===== src/rtl/rhythm_pkg.sv =====
// rhythm_pkg: shared encodings and constants for the rhythm lane blocks
package rhythm_pkg;
    typedef enum logic [1:0] {IDLE, FALL, GAP} fsm_t;
    localparam logic [2:0] POS_BLANK   = 3'd0;
    localparam logic [2:0] POS_FIRST   = 3'd1;
    localparam logic [2:0] POS_GOOD    = 3'd6;
    localparam logic [2:0] POS_PERFECT = 3'd7;
    localparam int COMBO_W = 8;
endpackage


===== src/rtl/rhythm_tick_gen.sv =====
// rhythm_tick_gen: divide-by-TICK_DIV counter with enable, clear and terminal-count strobe
module rhythm_tick_gen #(
    parameter int TICK_DIV = 5000000
) (
    input  logic clk,
    input  logic rst,
    input  logic i_en,
    input  logic i_clr,
    output logic o_tc
);
    localparam int CW = $clog2(TICK_DIV);
    logic [CW-1:0] r_cnt;
    assign o_tc = i_en && (r_cnt == CW'(TICK_DIV - 1));
    // count while enabled, wrap at terminal count, clear has priority
    always_ff @(posedge clk) begin
        if (rst || i_clr)
            r_cnt <= '0;
        else if (i_en)
            r_cnt <= o_tc ? '0 : r_cnt + CW'(1);
    end
endmodule


===== src/rtl/rhythm_lane_ctrl.sv =====
// rhythm_lane_ctrl: one falling-note lane with launch queue, hit judgement and combo counter
module rhythm_lane_ctrl
    import rhythm_pkg::*;
#(
    parameter int TICK_DIV   = 5000000,
    parameter int QDEPTH_MAX = 3
) (
    input  logic               clk,
    input  logic               rst,
    input  logic               i_start,
    input  logic               i_hit,
    input  logic               i_pause,
    output logic [2:0]         o_state,
    output logic               o_busy,
    output logic               o_perfect,
    output logic               o_good,
    output logic               o_miss,
    output logic               o_overflow,
    output logic [COMBO_W-1:0] o_combo
);
    localparam int PW = $clog2(QDEPTH_MAX + 1);
    fsm_t               r_fsm, w_fsm_nxt;
    logic [2:0]         r_state, w_state_nxt;
    logic [PW-1:0]      r_pending, w_pend_nxt;
    logic [COMBO_W-1:0] r_combo, w_combo_nxt;
    logic               r_busy, r_perfect, r_good, r_miss, r_overflow;
    logic               w_perfect, w_good, w_miss, w_launch, w_start_acc;
    logic               w_en, w_clr, w_tc, w_judge;
    assign w_judge     = (r_fsm == FALL) && i_hit && !i_pause;
    assign w_launch    = (r_fsm == IDLE) && (r_pending != '0) && !i_pause;
    assign w_start_acc = i_start && ((r_pending < PW'(QDEPTH_MAX)) || w_launch);
    assign w_pend_nxt  = r_pending + PW'(w_start_acc) - PW'(w_launch);
    assign w_en        = (r_fsm != IDLE) && !i_pause;
    assign w_clr       = (r_fsm == IDLE) || w_judge;
    rhythm_tick_gen #(.TICK_DIV(TICK_DIV)) u_tick (
        .clk  (clk),
        .rst  (rst),
        .i_en (w_en),
        .i_clr(w_clr),
        .o_tc (w_tc)
    );
    // next-state, position and judgement decode; a hit outranks a same-cycle tick
    always_comb begin
        w_fsm_nxt   = r_fsm;
        w_state_nxt = r_state;
        w_perfect   = 1'b0;
        w_good      = 1'b0;
        w_miss      = 1'b0;
        case (r_fsm)
            IDLE: begin
                if (w_launch) begin
                    w_fsm_nxt   = FALL;
                    w_state_nxt = POS_FIRST;
                end
            end
            FALL: begin
                if (w_judge) begin
                    w_fsm_nxt   = GAP;
                    w_state_nxt = POS_BLANK;
                    w_perfect   = r_state == POS_PERFECT;
                    w_good      = r_state == POS_GOOD;
                    w_miss      = r_state < POS_GOOD;
                end else if (w_tc) begin
                    w_fsm_nxt   = (r_state == POS_PERFECT) ? GAP : FALL;
                    w_state_nxt = (r_state == POS_PERFECT) ? POS_BLANK : r_state + 3'd1;
                    w_miss      = r_state == POS_PERFECT;
                end
            end
            GAP: w_fsm_nxt = w_tc ? IDLE : GAP;
            default: begin
                w_fsm_nxt   = IDLE;
                w_state_nxt = POS_BLANK;
            end
        endcase
        w_combo_nxt = w_miss ? '0 : ((w_perfect || w_good) && !(&r_combo)) ? r_combo + COMBO_W'(1) : r_combo;
    end
    // state and registered outputs
    always_ff @(posedge clk) begin
        if (rst) begin
            r_fsm      <= IDLE;
            r_state    <= POS_BLANK;
            r_pending  <= '0;
            r_combo    <= '0;
            r_busy     <= 1'b0;
            r_perfect  <= 1'b0;
            r_good     <= 1'b0;
            r_miss     <= 1'b0;
            r_overflow <= 1'b0;
        end else begin
            r_fsm      <= w_fsm_nxt;
            r_state    <= w_state_nxt;
            r_pending  <= w_pend_nxt;
            r_combo    <= w_combo_nxt;
            r_busy     <= (w_fsm_nxt != IDLE) || (w_pend_nxt != '0);
            r_perfect  <= w_perfect;
            r_good     <= w_good;
            r_miss     <= w_miss;
            r_overflow <= i_start && !w_start_acc;
        end
    end
    assign o_state    = r_state;
    assign o_busy     = r_busy;
    assign o_perfect  = r_perfect;
    assign o_good     = r_good;
    assign o_miss     = r_miss;
    assign o_overflow = r_overflow;
    assign o_combo    = r_combo;
endmodule


===== config.mk =====
export PLATFORM = sky130hd
export DESIGN_NAME = rhythm_lane_ctrl
export DESIGN_NICKNAME = d
export VERILOG_FILES = /design/src/rtl/rhythm_pkg.sv /design/src/rtl/rhythm_tick_gen.sv /design/src/rtl/rhythm_lane_ctrl.sv
export SDC_FILE = /design/constraint.sdc
export NUM_CORES = 1
export LEC_CHECK = 0
export CORE_MARGIN = 2
export CORE_UTILIZATION = 30
export CTS_CLUSTER_DIAMETER = 40
export DETAILED_ROUTE_END_ITERATION = 12
export GPL_ROUTABILITY_DRIVEN = 0
export MAX_ROUTING_LAYER = met4
export PLACE_DENSITY_LB_ADDON = 0.2
export SYNTH_ARGS = -nofsm -noshare
export SYNTH_HDL_FRONTEND = slang
export SYNTH_SLANG_ARGS = --single-unit
export TNS_END_PERCENT = 20

===== constraint.sdc =====
create_clock -name clk -period 3.3 [get_ports clk]
set_input_delay 0.495 -clock clk [delete_from_list [all_inputs] [get_ports clk]]
set_output_delay 0.495 -clock clk [all_outputs]
set_load 0.01 [all_outputs]

==> flow_summary.ini <==
[outcome]
run_status = completed

[detailed_routing]
drt-pass1-iter-count = 5
drt-wirelength-per-cell_um = 12.1
remaining_drc_errors = 0
iteration_0_drc_markers = 43
vias = 1736
routed_via_density = 4.73
wirelength_um = 4440
route.antenna.remaining_nets = 0

[power]
clock_power_share_pct = 35.6
internal_power_mw = 0.873
cellPowerDensity_nw_per_um2 = 466
switching_share_pct = 27.8
share_comb_of_total_power_pct = 16.6
power.total_mw = 1.21
irDropWorstVdd_mv = 0.188
switching_power_total_mw = 0.337
sequentialPowerShare_pct = 47.8
power.leakage_nw = 0.950

[sta]
rsz0062_at_grt = no
worst_hold_slack_after_final_layout_ps = 490
final.setup.tns_ps = 0
maxSlewViolCount = 0
max_slew_margin_pct = 46.4
final_setup_vio_count = 0
report.final.hold_viol_count = 0
fin_worst_skew_ps = 12.1
final_min_period_over_clock_period_pct = 72.6
fmaxAchievable_mhz = 417
actual_transition_at_the_worst_max_transition_pin_ps = 805
period_needed_ps = 2400

[floorplanning]
full_die_area_um2 = 7950
placeable_core_region_um2 = 7140
floorplan.initialDensity_pct = 30.5
die_y_um = 89.2
io_pins = 21
fp-row-count = 31
die_x_um = 89.2

[synth]
ys_types = 43
post-synth-top-area-cell = sky130_fd_sc_hd__dfxtp_1
ys_dominant_reg_cell = sky130_fd_sc_hd__dfxtp_1
netlist_instances = 245
post-synth-top-area-fraction_pct = 39.5
yosys-top-cells-area = sky130_fd_sc_hd__dfxtp_1, sky130_fd_sc_hd__xor2_1, sky130_fd_sc_hd__nor2_1
syn-cell-area_um2 = 2180
synth_area_per_cell_um2 = 8.89
synth.yosys.seq_area_share_pct = 39.5
syn_nets = 257
synth_seq_cells = 43
synth-warning-count = 0
synth-edff-count = 0
synth-async-reset-ratio_pct = 0

[cells_and_area]
stdcell_area_um2 = 2590
area.growth.synth_to_final_pct = 19.1
nNetsFinal = 279
finalNonFillerCells = 367
filler_cell_count = 757
layout-drive-gt1-share_pct = 7.84
num_antenna_cells = 0

[worst_hold_path]
holdCritStartpoint = u_tick.r_cnt[22]
timing.hold.worst.class = flip-flop to flip-flop

[critical_path]
path_common_cell = sky130_fd_sc_hd__nand2b_1
worst_r2r_startpoint = u_tick.r_cnt[7]
critical_path.endpoint_type = flip-flop
critical-path-slowest-cell = sky130_fd_sc_hd__clkdlybuf4s50_1
timing.critical_path.required_ps = 3510
worst-path-max-fanout = 20
path_cells = clkdlybuf4s50_1 -> nand2b_1 -> nor2_1 -> or3_1 -> nand2b_1 -> a21oi_1
max_stage_delay_ps = 650
crit_start = i_pause
critPathLaunchType = input port
timing.critical_path.arrival_ps = 2610
criticalPathCategory = input port to flip-flop

[clocking]
postCtsSetupRepairBufs = 0
cts_made_buffers = 5
worst_skew_pair_later_pin_latency_ps = 300
clock_sinks = 43
cts_max_path_buffers = 2
clk_pin_slew_ps = 80
cts_max_level = 2
cts_tree = done
cts_root_buf = sky130_fd_sc_hd__clkbuf_8
cts_repair_resize_count = 0
cts_hold_repair.buffers = 0

[place]
dpl.hpwl_um = 3170
io_buf_count = 20
placed_cells_incl_taps = 359
dpl_cell_area_um2 = 2480

[global_route]
grt_antenna_before_repair = 0
number_of_global_route_vias_before_repair = 1614
global_route.overflow_total = 0
global_route.usage.total_pct = 12.5
grt_start_max_net_pins = 21
first_pass_grt_wire_length_um = 7450

[flow_run]
max_cap_viol_count = 0
==> registers in the layout, indices dropped and copies added, names as in the netlist <==
signal and cells:
o_state 3, o_combo 8, o_good 1, r_pending 2, o_busy 1, o_perfect 1, o_miss 1, u_tick.r_cnt 23
r_fsm 2, o_overflow 1
==> critical path, delay by kind of cell <==
kind                   cells  cell delay [ps]
AO/OA/AOI/OAI              1              270
AND/OR/NAND/NOR            4             1180
buffers and inverters      1              650
==> cell usage after synthesis, drive strengths merged, types with 3 or more instances <==
cell type	number
dfxtp	43
nor2	42
a21oi	6
mux2i	4
nand3	16
nand4	12
and3	7
nand2	16
nand2b	7
nor4	4
xor2	20
and2	3
ha	7
a31oi	3
o21ai	3
buf	7
nor3	9
inv	8
xnor2	7
==> final cells by class <==
cell class                      count  area [um^2]  area share [%]
Clock buffer                        6         82.6            3.18
Clock inverter                      2         35.0            1.35
Inverter                            8         30.0            1.16
Multi-Input combinational cell    187         1250            48.0
Sequential cell                    43          861            33.2
Tap cell                           99          124            4.78
Timing Repair Buffer               22          215            8.30
==> power by group through the flow <==
| stage | logic (mW) | clock network, mW | registers [mW] |
|---|---|---|---|
| 2_1_floorplan | 0.150 | 0 | 0.580 |
| 3_3_place_gp | 0.201 | 0 | 0.591 |
| 3_5_place_dp | 0.201 | 0 | 0.590 |
| 4_1_cts | 0.203 | 0.447 | 0.578 |
| 5_1_grt | 0.230 | 0.467 | 0.582 |
| 6_report | 0.201 | 0.431 | 0.578 |
==> metrics by stage <==
step                      util, %  setup WS [ps]
after global routing         36.3            711
after global placement       34.7            596
final                        36.3            904
after floorplan                 -           1180
after CTS                    36.3            899
after detailed placement     34.7            588
==> layout by cell type (no fill, tap or decap), types with 3 or more instances in the layout <==
| cell type | synthesis | layout |
|---|---|---|
| sky130_fd_sc_hd__a21oi_1 | 6 | 6 |
| sky130_fd_sc_hd__clkbuf_8 | 0 | 6 |
| sky130_fd_sc_hd__xnor2_1 | 7 | 7 |
| sky130_fd_sc_hd__mux2i_1 | 4 | 4 |
| sky130_fd_sc_hd__and2_1 | 3 | 3 |
| sky130_fd_sc_hd__a31oi_1 | 3 | 3 |
| sky130_fd_sc_hd__nand2b_1 | 6 | 6 |
| sky130_fd_sc_hd__xor2_1 | 20 | 20 |
| sky130_fd_sc_hd__clkdlybuf4s50_1 | 0 | 20 |
| sky130_fd_sc_hd__dfxtp_1 | 43 | 43 |
| sky130_fd_sc_hd__and3_1 | 7 | 7 |
| sky130_fd_sc_hd__nand2_1 | 16 | 16 |
| sky130_fd_sc_hd__nand4_1 | 12 | 12 |
| sky130_fd_sc_hd__nor3_1 | 6 | 6 |
| sky130_fd_sc_hd__nand3_1 | 16 | 16 |
| sky130_fd_sc_hd__ha_1 | 7 | 7 |
| sky130_fd_sc_hd__nor2_1 | 41 | 41 |
| sky130_fd_sc_hd__inv_1 | 8 | 8 |
==> per-layer routing <==
layer | up-vias | track usage, % | routed length, um
met5 | - | - | 0
met4 | 0 | 3.66 | 60
met3 | 7 | 3.60 | 147
met2 | 24 | 19.5 | 1910
met1 | 808 | 15.7 | 2330
li1 | 897 | - | -
==> logic make-up after synthesis <==
logic type      Yosys count  share of synthesized area [%]
buf+inv                  15                           3.22
fa+ha+maj                 7                           4.02
flops                    43                           39.5
mux                       4                           1.84
compound gates           22                           7.24
xor+xnor                 27                           10.9
simple gates            127                           33.3
==> path summary, 6_finish.rpt <==
kind | endpoint | slack [ps] | depth (start not counted)
max reg2reg | u_tick.r_cnt[11] | 1120 | 5
min | u_tick.r_cnt[22] | 490 | 2
min reg2reg | u_tick.r_cnt[22] | 490 | 2
max | u_tick.r_cnt[22] | 900 | 6
Note: power is estimated with default switching activity, not from simulation.
